`src/rtl/rll_key_loader.sv`:
```
// Serial key loader: shifts a parity-protected key in LSB first, verifies
// it, and commits it atomically to the register driving the locked core.
module rll_key_loader #(
  parameter int KEY_W        = 16,
  parameter bit ALLOW_RELOAD = 1'b0
) (
  input  logic             clk,
  input  logic             rst_n,
  input  logic             load_start,
  input  logic             sdata,
  input  logic             svalid,
  output logic             sready,
  output logic [KEY_W-1:0] key_o,
  output logic             key_valid,
  output logic             load_err,
  output logic             busy
);

  localparam int CW = $clog2(KEY_W + 1);
  localparam int IW = (KEY_W > 1) ? $clog2(KEY_W) : 1;
  localparam logic [CW-1:0] LAST = CW'(KEY_W);

  typedef enum logic [2:0] {
    S_IDLE,
    S_SHIFT,
    S_CHECK,
    S_LOCKED,
    S_ERR
  } state_e;

  state_e           state_q;
  logic [KEY_W-1:0] shadow_q;
  logic [KEY_W-1:0] key_q;
  logic [CW-1:0]    cnt_q;
  logic             par_q;
  logic             sready_q;
  logic             busy_q;
  logic             kv_q;
  logic             err_q;

  logic beat;
  logic ok;
  logic go;

  assign beat = svalid & sready_q;
  assign ok   = ~(^shadow_q ^ par_q);
  assign go   = load_start & ((state_q == S_IDLE) |
                              (state_q == S_ERR) |
                              ((state_q == S_LOCKED) & ALLOW_RELOAD));

  always_ff @(posedge clk or negedge rst_n) begin
    if (!rst_n) begin
      state_q  <= S_IDLE;
      shadow_q <= '0;
      key_q    <= '0;
      cnt_q    <= '0;
      par_q    <= 1'b0;
      sready_q <= 1'b0;
      busy_q   <= 1'b0;
      kv_q     <= 1'b0;
      err_q    <= 1'b0;
    end else if (go) begin
      state_q  <= S_SHIFT;
      shadow_q <= '0;
      cnt_q    <= '0;
      err_q    <= 1'b0;
      sready_q <= 1'b1;
      busy_q   <= 1'b1;
    end else begin
      unique case (state_q)
        S_SHIFT: begin
          // Restart wins over a beat arriving in the same cycle
          if (load_start) begin
            shadow_q <= '0;
            cnt_q    <= '0;
          end else if (beat) begin
            if (cnt_q == LAST) begin
              par_q    <= sdata;
              sready_q <= 1'b0;
              state_q  <= S_CHECK;
            end else begin
              shadow_q[cnt_q[IW-1:0]] <= sdata;
              cnt_q <= cnt_q + 1'b1;
            end
          end
        end
        S_CHECK: begin
          busy_q <= 1'b0;
          if (ok) begin
            key_q   <= shadow_q;
            kv_q    <= 1'b1;
            state_q <= S_LOCKED;
          end else begin
            err_q   <= 1'b1;
            state_q <= S_ERR;
          end
        end
        S_IDLE, S_LOCKED, S_ERR: begin
        end
        default: state_q <= S_IDLE;
      endcase
    end
  end

  assign sready    = sready_q;
  assign busy      = busy_q;
  assign key_o     = key_q;
  assign key_valid = kv_q;
  assign load_err  = err_q;

endmodule

```
`config.mk`:
```
export PLATFORM = sky130hd
export DESIGN_NAME = rll_key_loader
export DESIGN_NICKNAME = d
export VERILOG_FILES = /design/src/rtl/rll_key_loader.sv
export SDC_FILE = /design/constraint.sdc
export NUM_CORES = 1
export LEC_CHECK = 0
export CORE_ASPECT_RATIO = 0.75
export CORE_MARGIN = 8
export CORE_UTILIZATION = 47
export CTS_BUF_LIST = sky130_fd_sc_hd__clkbuf_8
export CTS_CLUSTER_DIAMETER = 100
export DETAILED_ROUTE_END_ITERATION = 8
export MAX_ROUTING_LAYER = met4
export PLACE_DENSITY = 0.69
export SLEW_MARGIN = 20
export SYNTH_ARGS = -nofsm -noshare
export SYNTH_HDL_FRONTEND = slang
export SYNTH_SLANG_ARGS = --single-unit
export TNS_END_PERCENT = 10
```
`constraint.sdc`:
```
create_clock -name clk -period 3.3 [get_ports clk]
set_input_delay 0.66 -clock clk [delete_from_list [all_inputs] [get_ports clk]]
set_output_delay 0.66 -clock clk [all_outputs]
set_load 0.02 [all_outputs]
```
==> impl_results.md <==
* Outcome: finished, final reports clean
* FF-to-FF setup slack at 0.93 ns
* Most common cell after layout, fill and taps aside: dfrtp_1
* Die height at 75.4 µm
* Worst Setup End Kind: register
* Worst-path cell chain: clkdlybuf4s50_1 > nand2b_1 > a2111oi_4 > nand2_1 > o311ai_0 > o41ai_1
* Pwr/cell area at 383 mW/mm²
* Avg Cell Area, Syn at 12.2 µm²
* Register-to-Register Path Depth at 7
* Synthesized area at 0.00221 mm²
* DIE AREA at 0.00719 mm²
* Clk_lat worst skew at 0.29 ns
* Switching share of total power at 23.8%
* Iter 0 DRT Violations at 151
* CTS Root Cell: clkbuf_8
* Mux contribution to synthesized area at 10.8%
* LEAKAGE at 1.11 nW
* CTS Buf Count at 5
* Initial antenna violation count at 0
* Min Tclk post-route at 2.64 ns
* Slowest stage delay, CP at 0.61 ns
* Hpwl dp at 3250 µm
* CTS Hold Bufs at 0
* Vias in the first global route at 1486
* Routability cong. at 0.840
* Via count at 1516
* Clock power share at 34.0%
* Nets at 212
* Final WS setup at 0.662 ns
* Diode count at 0
* Post-Place Worst Slack at 0.453 ns
* Cell depth of the worst setup path at 6
* Worst Tran Pin Value at 0.725 ns
* Largest net degree at the start of global routing at 46
* XOR/XNOR share of the synthesized area at 8.31%
* CP Buf/Inv Count at 1
* Synth Area in Compound Gates at 16.3%
* WS Path Type: in2reg
* H-tree depth at 2
* Sequential Power Share at 58.0%
* Worst R2R End: shadow_q[3]
* Remaining DRCs at 0
* WP data arrival at 2.80 ns
* Top delay family on crit path: compound AO/OA/AOI/OAI gates
* Die width at 95.3 µm
* Crit-path slowest cell: clkdlybuf4s50_1
* Drt total wl at 4490 µm
* Critical path required time at 3.46 ns
* I/O Pins at 25
* CTS tree: done
* Clock transition at path regs at 0.08 ns
* Critical path capture point: shadow_q[3]
* Slew margin rel. at 51.0%
* Hold Path Class: in2async
* Period utilization at 79.9%
* Setup crit start: load_start
* Yosys warns at 0
* DR vias/cell at 5.83
* Gr ovfl total at 0
* Combinational cell fraction of total power at 7.9%
* Synth Area in Adders at 2.26%
* RSZ-0062 raised after global routing: no
* Max Cap Viol at 0
* Netlist cell types at 33
* Int Power at 0.748 mW
* Net switching power at 0.234 mW
* Final Setup Violations at 0
* CP startpoint kind: input port
* Mapped Cells at 181
* All-Layer GR Usage at 13.9%
* Maximum root-to-sink buffer count at 2
* Fillers at 343
* Clk_skew at 0.00360 ns
* Initial Util at 49.3%
* Area occupied by registers at 0.00113 mm²
* Fraction of layout cells with a size suffix above 1 at 15.8%
* Area of the multi-input gates at 0.00102 mm²
* Final hold vios at 0
* IO buf count at 24
* CTS resizes at 0
* Synth Register Bits at 45
* Most frequent cells in the layout: dfrtp_1, clkdlybuf4s50_1, o31ai_1, nand2_1, o211ai_1
* # Post-CTS Setup Buffers at 0
* Slew Limit Fails at 0
* Syn nets at 190
* Reg-to-reg startpoint: cnt_q[0]
* First-pass GRT wire length at 7480 µm
* CTS sink count at 45
* Max Fclk at 0.379 GHz
* Simple-gate share of the synthesized area at 8.53%
* Drt pass-1 iters at 4
* Main combinational cell family by area after synthesis: compound AO/OA/AOI/OAI gates
* Core ar. at 0.00449 mm²
* Number of core rows at 21
* Seq/Total Area, Yosys at 50.8%
* Post-route ant nets at 0
* Routed WL per cell at 17.3 µm
* Setup tns final at 0 ns
* Crit-path max FO at 8
* Layout Area Growth over Synthesis at 15.8%
* Peak VDD IR at 201 µV
[how the worst min path moves through the flow]
stage,to,depth (start not counted),startpoint
finish,cnt_q[0],1,rst_n
detailed placement,key_valid,1,key_valid
floorplan,busy,0,rst_n
global placement,key_valid,1,key_valid
CTS,key_valid,1,key_valid
global route,cnt_q[0],1,rst_n
[registers in the layout (all words and copies together) (netlist names)]
register,cells
key_o,16
shadow_q,16
load_err,1
busy,1
par_q,1
key_valid,1
cnt_q,5
sready,1
state_q,3
[synthesized netlist by cell type]
library cell / instances / area, µm²
a2111oi_4: 1 / 27.5
a21o_1: 1 / 7.51
a21oi_1: 2 / 10.0
a32o_1: 2 / 20.0
buf_1: 3 / 11.3
buf_12: 1 / 20.0
clkbuf_1: 6 / 22.5
dfrtp_1: 45 / 1130
ha_1: 4 / 50.1
inv_1: 3 / 11.3
mux2_2: 10 / 113
mux2_4: 7 / 105
mux2i_4: 1 / 22.5
nand2_1: 11 / 41.3
nand2b_1: 7 / 43.8
nand3_1: 5 / 25.0
nand4_1: 2 / 12.5
nor2_1: 8 / 30.0
nor3b_1: 1 / 7.51
nor4_1: 1 / 6.26
nor4bb_1: 1 / 10.0
o211ai_1: 11 / 82.6
o21ai_0: 9 / 45.0
o21bai_1: 1 / 7.51
o311ai_0: 4 / 35.0
o31ai_1: 12 / 90.1
o41ai_1: 4 / 35.0
or2_2: 2 / 12.5
xnor2_1: 9 / 78.8
xnor2_2: 2 / 32.5
xnor3_1: 1 / 22.5
xnor3_2: 1 / 23.8
xor2_1: 3 / 26.3
[power groups by stage]
stage                     logic [mW]  registers [mW]  clock network [mW]
after floorplan               0.0469           0.577                   0
after global placement        0.0743           0.579                   0
after detailed placement      0.0775           0.580                   0
after CTS                     0.0783           0.569               0.347
after global routing          0.0867           0.571               0.367
final                         0.0779           0.569               0.334
[layer usage]
layer / routed length [µm] / global-route usage (%) / part of all wire, % / up-vias
li1: - / - / - / 713
met1: 2080 / 17.9 / 46 / 759
met2: 2110 / 21.2 / 47 / 39
met3: 263 / 3.44 / 5.9 / 5
met4: 35 / 4.14 / 0.78 / 0
met5: 0 / - / 0 / -
[cells by family (layout without fill, tap and decap cells)]
| logic type | count (synthesis) | in the layout |
|---|---|---|
| AO/OA/AOI/OAI | 47 | 47 |
| flip-flops | 45 | 45 |
| AND/OR/NAND/NOR | 38 | 38 |
| multiplexers | 18 | 18 |
| XOR/XNOR | 16 | 16 |
| buffers and inverters | 13 | 35 |
| adder cells (fa/ha/maj) | 4 | 4 |
[metrics by stage]
stage                     instance area (µm²)  hold WS, ns  std cells  power, mW  utilization (%)
after floorplan                          2210        0.364        181      0.624                -
after global placement                   2470        0.450        253      0.654             55.1
after detailed placement                 2470        0.457        253      0.658             55.1
after CTS                                2560        0.478        260      0.994             57.0
after global routing                     2560        0.403        260       1.02             57.1
final                                    2560        0.357        260      0.981             57.1
[layout make-up]
| cell class | instances | share of cell area, % |
|---|---|---|
| multi-input combinational | 123 | 39.9 |
| clock inverter | 1 | 0.146 |
| tap | 57 | 2.78 |
| clock buffer | 6 | 3.22 |
| inverter | 3 | 0.439 |
| sequential | 45 | 43.9 |
| timing repair buffer | 25 | 9.57 |
Power figures use the tool's default switching activity.
